--- src/rtl/rs_issue_sched_pkg.sv ---
// Shared types for the reservation-station issue scheduler: tags, opcodes and
// the per-entry record held in the station.
package rs_issue_sched_pkg;
  localparam int TAG_W = 6;
  localparam int OP_W  = 7;

  typedef logic [TAG_W-1:0] tag_t;
  typedef logic [OP_W-1:0]  opcode_t;

  typedef struct packed {
    opcode_t op;
    tag_t    T;
    tag_t    T1;
    logic    rdy1;
    tag_t    T2;
    logic    rdy2;
    logic    busy;
  } rs_entry_t;
endpackage

--- src/rtl/rs_issue_sched_if.sv ---
// Dispatch, CDB, FU issue and occupancy signals of the issue scheduler.
// The scheduler uses the slave modport; its driver uses master.
interface rs_issue_sched_if #(parameter int NUM_RS = 4);
  import rs_issue_sched_pkg::*;
  localparam int CNT_W = $clog2(NUM_RS + 1);

  logic             flush;
  logic             disp_valid;
  logic             disp_ready;
  opcode_t          disp_op;
  tag_t             disp_T;
  tag_t             disp_T1;
  logic             disp_T1_rdy;
  tag_t             disp_T2;
  logic             disp_T2_rdy;
  logic             cdb_valid;
  tag_t             cdb_tag;
  logic             fu_ready;
  logic             issue_valid;
  opcode_t          issue_op;
  tag_t             issue_T;
  tag_t             issue_T1;
  tag_t             issue_T2;
  logic [CNT_W-1:0] rs_count;
  logic             rs_full;

  modport master (
    output flush, disp_valid, disp_op, disp_T, disp_T1, disp_T1_rdy, disp_T2, disp_T2_rdy,
           cdb_valid, cdb_tag, fu_ready,
    input  disp_ready, issue_valid, issue_op, issue_T, issue_T1, issue_T2, rs_count, rs_full
  );

  modport slave (
    input  flush, disp_valid, disp_op, disp_T, disp_T1, disp_T1_rdy, disp_T2, disp_T2_rdy,
           cdb_valid, cdb_tag, fu_ready,
    output disp_ready, issue_valid, issue_op, issue_T, issue_T1, issue_T2, rs_count, rs_full
  );
endinterface

--- src/rtl/rs_issue_sched_age_matrix.sv ---
// Age matrix: older[i][j] means entry i was allocated before entry j.
// Grants the single eligible entry that no other eligible entry is older than.
module rs_age_matrix #(parameter int NUM_RS = 4) (
  input  logic              clk,
  input  logic              reset,
  input  logic [NUM_RS-1:0] alloc,
  input  logic [NUM_RS-1:0] free,
  input  logic [NUM_RS-1:0] eligible,
  output logic [NUM_RS-1:0] grant
);
  logic [NUM_RS-1:0] older [NUM_RS];

  // A new entry is younger than everyone; a freed entry stops claiming seniority.
  always_ff @(posedge clk or posedge reset) begin
    if (reset) begin
      for (int i = 0; i < NUM_RS; i++) older[i] <= '0;
    end else begin
      for (int i = 0; i < NUM_RS; i++) begin
        for (int j = 0; j < NUM_RS; j++) begin
          if (alloc[i])
            older[i][j] <= 1'b0;
          else if (alloc[j] && (i != j))
            older[i][j] <= 1'b1;
          else if (free[i])
            older[i][j] <= 1'b0;
        end
      end
    end
  end

  always_comb begin
    grant = '0;
    for (int i = 0; i < NUM_RS; i++) begin
      grant[i] = eligible[i];
      for (int j = 0; j < NUM_RS; j++)
        if (eligible[j] && older[j][i]) grant[i] = 1'b0;
    end
  end
endmodule

--- src/rtl/rs_issue_sched.sv ---
// Reservation-station issue scheduler: holds dispatched ops, wakes operands on
// CDB broadcasts and issues the oldest ready entry through a registered FU stage.
module rs_issue_sched
  import rs_issue_sched_pkg::*;
#(parameter int NUM_RS = 4)
(
  input  logic             clk,
  input  logic             reset,
  rs_issue_sched_if.slave  bus
);
  localparam int CNT_W = $clog2(NUM_RS + 1);

  rs_entry_t         entries [NUM_RS];
  logic [NUM_RS-1:0] eligible, free_oh, alloc_oh, grant, issue_oh;
  logic [CNT_W-1:0]  count_q;
  logic              issue_valid_q;
  opcode_t           issue_op_q, sel_op;
  tag_t              issue_T_q, issue_T1_q, issue_T2_q, sel_T, sel_T1, sel_T2;
  logic              full, disp_fire, load, issue_fire, disp_rdy1, disp_rdy2;

  assign full      = (count_q == CNT_W'(NUM_RS));
  assign disp_fire = bus.disp_valid && !full && !bus.flush;
  assign alloc_oh  = disp_fire ? free_oh : '0;
  assign load      = !issue_valid_q || bus.fu_ready;
  assign issue_oh  = load ? grant : '0;
  assign issue_fire = |issue_oh;
  assign disp_rdy1 = bus.disp_T1_rdy || (bus.cdb_valid && (bus.cdb_tag == bus.disp_T1));
  assign disp_rdy2 = bus.disp_T2_rdy || (bus.cdb_valid && (bus.cdb_tag == bus.disp_T2));

  // Eligibility looks only at registered ready bits, so a wakeup costs a cycle.
  always_comb begin
    eligible = '0;
    free_oh  = '0;
    for (int i = 0; i < NUM_RS; i++) begin
      eligible[i] = entries[i].busy && entries[i].rdy1 && entries[i].rdy2;
      if (!entries[i].busy && (free_oh == '0)) free_oh[i] = 1'b1;
    end
  end

  always_comb begin
    sel_op = '0;
    sel_T  = '0;
    sel_T1 = '0;
    sel_T2 = '0;
    for (int i = 0; i < NUM_RS; i++) begin
      if (issue_oh[i]) begin
        sel_op = entries[i].op;
        sel_T  = entries[i].T;
        sel_T1 = entries[i].T1;
        sel_T2 = entries[i].T2;
      end
    end
  end

  rs_age_matrix #(.NUM_RS(NUM_RS)) u_age (
    .clk      (clk),
    .reset    (reset),
    .alloc    (alloc_oh),
    .free     (issue_oh),
    .eligible (eligible),
    .grant    (grant)
  );

  always_ff @(posedge clk or posedge reset) begin
    if (reset) begin
      for (int i = 0; i < NUM_RS; i++) entries[i] <= '0;
      issue_valid_q <= 1'b0;
      issue_op_q    <= '0;
      issue_T_q     <= '0;
      issue_T1_q    <= '0;
      issue_T2_q    <= '0;
      count_q       <= '0;
    end else if (bus.flush) begin
      for (int i = 0; i < NUM_RS; i++) entries[i].busy <= 1'b0;
      issue_valid_q <= 1'b0;
      count_q       <= '0;
    end else begin
      for (int i = 0; i < NUM_RS; i++) begin
        if (alloc_oh[i]) begin
          entries[i] <= '{op: bus.disp_op, T: bus.disp_T, T1: bus.disp_T1, rdy1: disp_rdy1,
                          T2: bus.disp_T2, rdy2: disp_rdy2, busy: 1'b1};
        end else if (entries[i].busy) begin
          if (issue_oh[i]) entries[i].busy <= 1'b0;
          if (bus.cdb_valid && (bus.cdb_tag == entries[i].T1)) entries[i].rdy1 <= 1'b1;
          if (bus.cdb_valid && (bus.cdb_tag == entries[i].T2)) entries[i].rdy2 <= 1'b1;
        end
      end
      if (load) begin
        issue_valid_q <= issue_fire;
        if (issue_fire) begin
          issue_op_q <= sel_op;
          issue_T_q  <= sel_T;
          issue_T1_q <= sel_T1;
          issue_T2_q <= sel_T2;
        end
      end
      case ({disp_fire, issue_fire})
        2'b10:   count_q <= count_q + CNT_W'(1);
        2'b01:   count_q <= count_q - CNT_W'(1);
        default: count_q <= count_q;
      endcase
    end
  end

  assign bus.disp_ready  = !full && !bus.flush;
  assign bus.rs_full     = full;
  assign bus.rs_count    = count_q;
  assign bus.issue_valid = issue_valid_q;
  assign bus.issue_op    = issue_op_q;
  assign bus.issue_T     = issue_T_q;
  assign bus.issue_T1    = issue_T1_q;
  assign bus.issue_T2    = issue_T2_q;
endmodule
--- src/flat_wrapper.sv ---
// flat-port wrapper written by rule: the top's interface ports become plain ports
module rs_issue_sched_flat import rs_issue_sched_pkg::*;
#(parameter int NUM_RS = 4)
  (clk, reset, bus_flush, bus_disp_valid, bus_disp_op, bus_disp_T, bus_disp_T1, bus_disp_T1_rdy, bus_disp_T2, bus_disp_T2_rdy, bus_cdb_valid, bus_cdb_tag, bus_fu_ready, bus_disp_ready, bus_issue_valid, bus_issue_op, bus_issue_T, bus_issue_T1, bus_issue_T2, bus_rs_count, bus_rs_full);
  rs_issue_sched_if #(.NUM_RS(NUM_RS)) bus_i ();
  input  logic clk;
  input  logic reset;
  input wire logic [$bits(bus_i.flush)-1:0] bus_flush;
  input wire logic [$bits(bus_i.disp_valid)-1:0] bus_disp_valid;
  input wire logic [$bits(bus_i.disp_op)-1:0] bus_disp_op;
  input wire logic [$bits(bus_i.disp_T)-1:0] bus_disp_T;
  input wire logic [$bits(bus_i.disp_T1)-1:0] bus_disp_T1;
  input wire logic [$bits(bus_i.disp_T1_rdy)-1:0] bus_disp_T1_rdy;
  input wire logic [$bits(bus_i.disp_T2)-1:0] bus_disp_T2;
  input wire logic [$bits(bus_i.disp_T2_rdy)-1:0] bus_disp_T2_rdy;
  input wire logic [$bits(bus_i.cdb_valid)-1:0] bus_cdb_valid;
  input wire logic [$bits(bus_i.cdb_tag)-1:0] bus_cdb_tag;
  input wire logic [$bits(bus_i.fu_ready)-1:0] bus_fu_ready;
  output wire logic [$bits(bus_i.disp_ready)-1:0] bus_disp_ready;
  output wire logic [$bits(bus_i.issue_valid)-1:0] bus_issue_valid;
  output wire logic [$bits(bus_i.issue_op)-1:0] bus_issue_op;
  output wire logic [$bits(bus_i.issue_T)-1:0] bus_issue_T;
  output wire logic [$bits(bus_i.issue_T1)-1:0] bus_issue_T1;
  output wire logic [$bits(bus_i.issue_T2)-1:0] bus_issue_T2;
  output wire logic [$bits(bus_i.rs_count)-1:0] bus_rs_count;
  output wire logic [$bits(bus_i.rs_full)-1:0] bus_rs_full;
  assign bus_i.flush = bus_flush;
  assign bus_i.disp_valid = bus_disp_valid;
  assign bus_i.disp_op = bus_disp_op;
  assign bus_i.disp_T = bus_disp_T;
  assign bus_i.disp_T1 = bus_disp_T1;
  assign bus_i.disp_T1_rdy = bus_disp_T1_rdy;
  assign bus_i.disp_T2 = bus_disp_T2;
  assign bus_i.disp_T2_rdy = bus_disp_T2_rdy;
  assign bus_i.cdb_valid = bus_cdb_valid;
  assign bus_i.cdb_tag = bus_cdb_tag;
  assign bus_i.fu_ready = bus_fu_ready;
  assign bus_disp_ready = bus_i.disp_ready;
  assign bus_issue_valid = bus_i.issue_valid;
  assign bus_issue_op = bus_i.issue_op;
  assign bus_issue_T = bus_i.issue_T;
  assign bus_issue_T1 = bus_i.issue_T1;
  assign bus_issue_T2 = bus_i.issue_T2;
  assign bus_rs_count = bus_i.rs_count;
  assign bus_rs_full = bus_i.rs_full;
  rs_issue_sched #(.NUM_RS(NUM_RS)) u_core (.clk(clk), .reset(reset), .bus(bus_i));
endmodule
--- config.mk ---
export PLATFORM = sky130hd
export DESIGN_NAME = rs_issue_sched_flat
export DESIGN_NICKNAME = d
export VERILOG_FILES = /design/src/rtl/rs_issue_sched_pkg.sv /design/src/rtl/rs_issue_sched_if.sv /design/src/rtl/rs_issue_sched_age_matrix.sv /design/src/rtl/rs_issue_sched.sv /design/src/flat_wrapper.sv
export SDC_FILE = /design/constraint.sdc
export NUM_CORES = 1
export LEC_CHECK = 0
export BUFFER_PORTS_ARGS = -buffer_cell sky130_fd_sc_hd__buf_2
export CELL_PAD_IN_SITES_DETAIL_PLACEMENT = 1
export CELL_PAD_IN_SITES_GLOBAL_PLACEMENT = 1
export CORE_ASPECT_RATIO = 0.9
export CORE_MARGIN = 2
export CORE_UTILIZATION = 40
export DETAILED_ROUTE_END_ITERATION = 10
export PLACE_DENSITY_LB_ADDON = 0.2
export SYNTH_ARGS = -nofsm -noshare
export SYNTH_HDL_FRONTEND = slang
export SYNTH_SLANG_ARGS = --single-unit
--- constraint.sdc ---
create_clock -name clk -period 14.2 [get_ports clk]
set_input_delay 2.13 -clock clk [delete_from_list [all_inputs] [get_ports clk]]
set_output_delay 2.13 -clock clk [all_outputs]
set_load 0.02 [all_outputs]
==> flow_summary.yaml <==
timing:
  finalWorstSetupSlack_ns: 9.35
  maxSlewHeadroom: 0.251
  holdWs_ns: 0.474
  setup_violations: 0
  slew_violations: 0
  finClkSkew_ns: 0.0104
  fin_crit_ns: 4.85
  clock.fmax_mhz: 206
  setup-tns-final_ns: 0
  rsz0062_at_grt: "no"
  fin_crit_sh: 0.341
  worst_pin_slew_ns: 1.12
  hold_viol: 0
clock_tree:
  cts_tree: "yes"
  htree_levels: 4
  cts_setup_buffers: 0
  clkSinkCount: 153
  clock_latency_ns: 0.43
  numCtsBuffers: 17
  cts_resized: 0
  hold_buffers: 0
  cts-root-buf: "clkbuf_16"
  clk_pin_slew_ns: 0.06
  cts_buffer_depth: 2
synthesis:
  synth_warnings: 0
  synth_edf_count: 0
  synth_cells: 788
  synth_compound_area_frac: 0.116
  synth_top_family_by_area: "simple AND/OR/NAND/NOR gates"
  synthArstFlopShare: 1.00
  synth_ff_type: "dfrtp_1"
  synthAdderAreaFrac: 0.00267
  synthMuxAreaShare: 0.0841
  ys_ff_latch: 153
  synth_xor_area_frac: 0.0714
  synth_simple_gate_area_frac: 0.180
  ys_types: 42
  synth.yosys.seq_area_share: 0.511
  syn_nets: 828
  synth.cell_area_um2: 7490
  syn_area_per_cell_um2: 9.50
global_routing:
  antenna_found_initial: 0
  grt_pass1_wl_mm: 36.2
  grt_max_degree: 107
  grt_pass1_vias: 6589
  gr-usage-all-layers: 0.236
  grt_overflow: 0
detailed_routing:
  vias: 6081
  wirelength_mm: 22.3
  route.detailed.drc: 0
  drt_iter0_drc: 320
  firstDrtPassIters: 5
  ant_nets: 0
  vias_per_cell: 5.57
  drt-wirelength-per-cell_um: 20.4
place:
  dpl.hpwl_mm: 14.2
  placed_cells: 1061
  io_buffers: 69
  place_ws_ns: 9.33
  gp_congestion: 0.814
power:
  internal_power_uw: 999
  ir_drop_uv: 83.5
  p_clk_frac: 0.309
  p_sw_uw: 456
  comb_power_share: 0.236
  powerDensity_nw_per_um2: 169
  leakage_uw: 0.00397
  swShare: 0.313
  seqPwrFrac: 0.455
run:
  cap_violations: 0
layout:
  area_delta_synth_final_pct: 15.1
  diodes: 0
  stdcell_count: 1092
  drive_gt1_frac: 0.204
  final_nets: 875
setup_path:
  endpoint_kind: "primary output"
  worst_setup_path_start_kind: "primary input"
  timing_worst_setup_path_type: "in -> out"
  required_ns: 12.07
  critical_path_arrival_ns: 2.72
  cp_max_fo: 17
outcome:
  status: "finished clean"
die:
  chipHeight_um: 134
  chipWidth_um: 148
  io_pins: 70
  core_um2: 18300
  initial_utilization: 0.408
  dieArea_um2: 19800
  rows: 47
min_path:
  hp-class: "reg -> reg"
## power by group through the flow
stage | logic, uW | clock network, uW | registers (uW)
floorplan | 205 | 0 | 687
global placement | 333 | 0 | 659
detailed placement | 346 | 0 | 667
CTS | 349 | 457 | 661
global route | 376 | 479 | 678
finish | 343 | 450 | 661
## routing by layer
metal | vias up | share of wire | GRT usage
met3 | 24 | 0.035 | 0.0442
li1 | 2756 | - | -
met4 | 0 | 0.016 | 0.0688
met1 | 3181 | 0.47 | 0.323
met2 | 120 | 0.48 | 0.386
met5 | - | 0 | 0
## cells in the final DEF (no fill, tap or decap), types with 3 or more instances in the layout
cell / instances
nand2_1: 207
dfrtp_1: 153
buf_2: 69
a21oi_1: 59
mux2_2: 50
nor2_1: 33
xor2_1: 33
nand3_1: 29
xnor2_1: 28
o21ai_0: 27
clkbuf_16: 17
o22a_1: 16
a21o_1: 14
a31oi_1: 13
buf_4: 13
nand4_1: 11
clkbuf_8: 7
nor2b_1: 6
nor3_1: 6
inv_1: 5
clkinv_2: 5
mux2i_1: 4
or4_1: 4
and3_1: 3
a211oi_1: 3
and2_1: 3
## metrics by stage
stage | area [um2] | util | total power (uW)
finish | 8610 | 0.469 | 1450
global route | 8610 | 0.469 | 1530
CTS | 8610 | 0.469 | 1470
detailed placement | 8030 | 0.438 | 1010
global placement | 8030 | 0.438 | 992
floorplan | 7490 | - | 892
## Yosys cell counts, types with 2 or more instances
master / instances / area, um2
or4_1: 4 / 30.0
o41ai_1: 2 / 17.5
xnor2_1: 28 / 245
nor2_1: 36 / 135
xor2_1: 33 / 289
nor3b_1: 2 / 15.0
a22oi_1: 2 / 15.0
nand2_1: 207 / 777
nand4_1: 11 / 68.8
nor3_1: 6 / 30.0
nor4_1: 2 / 12.5
inv_1: 6 / 22.5
and3_1: 3 / 18.8
and4_1: 2 / 17.5
mux2_2: 50 / 563
a21o_1: 14 / 105
and2_1: 3 / 18.8
a21oi_1: 59 / 295
buf_1: 5 / 18.8
mux2i_1: 4 / 40.0
nand3_1: 29 / 145
buf_2: 19 / 95.1
dfrtp_1: 153 / 3830
clkbuf_1: 29 / 109
nor2b_1: 7 / 43.8
a211oi_1: 3 / 22.5
o21ai_0: 27 / 135
o22a_1: 16 / 140
a31oi_1: 13 / 81.3
## worst paths after layout
| kind | startpoint | end | slack, ns | depth (start not counted) |
|---|---|---|---|---|
| setup / recovery | bus_flush | bus_disp_ready | 9.35 | 3 |
| hold / removal | u_core.entries[46] | u_core.entries[46] | 0.47 | 2 |
| setup reg to reg | u_core.entries[84] | u_core.bus.rs_count[2] | 11.10 | 10 |
| hold reg to reg | u_core.entries[46] | u_core.entries[46] | 0.47 | 2 |
| max in group asynchronous | reset | u_core.entries[42] | 11.12 | 3 |
| min in group asynchronous | reset | u_core.bus.issue_op[4] | 1.88 | 2 |
## area by class of cell
| type | count | area [um2] |
|---|---|---|
| Tap cell | 245 | 307 |
| Sequential cell | 153 | 3830 |
| Clock inverter | 7 | 63.8 |
| Inverter | 6 | 27.5 |
| Fill cell | 2129 | 9730 |
| Clock buffer | 24 | 522 |
| Timing Repair Buffer | 82 | 443 |
| Multi-Input combinational cell | 575 | 3420 |
## worst max-delay path: stages
cell and delay (ns):
buf_2 0.30, nor2_1 0.11, buf_2 0.17
## registers in the layout (all words and copies together), names as in the netlist
register	count
u_core.bus.rs_count	3
u_core.bus.issue_valid	1
u_core.u_age.older	12
u_core.bus.issue_T	6
u_core.bus.issue_T1	6
u_core.bus.issue_T2	6
u_core.entries	112
u_core.bus.issue_op	7
## kinds of logic (layout without fill, tap and decap cells)
family                     after synthesis  count (layout)
xor gates and xnor gates                61              61
and+or+nand+nor                        315             315
buffers and inverters                   60             119
AOI/OAI and AO/OA                      142             142
adders and majority gates                1               1
DFF                                    153             153
muxes                                   56              56
Note: power is estimated with default switching activity, not from simulation.
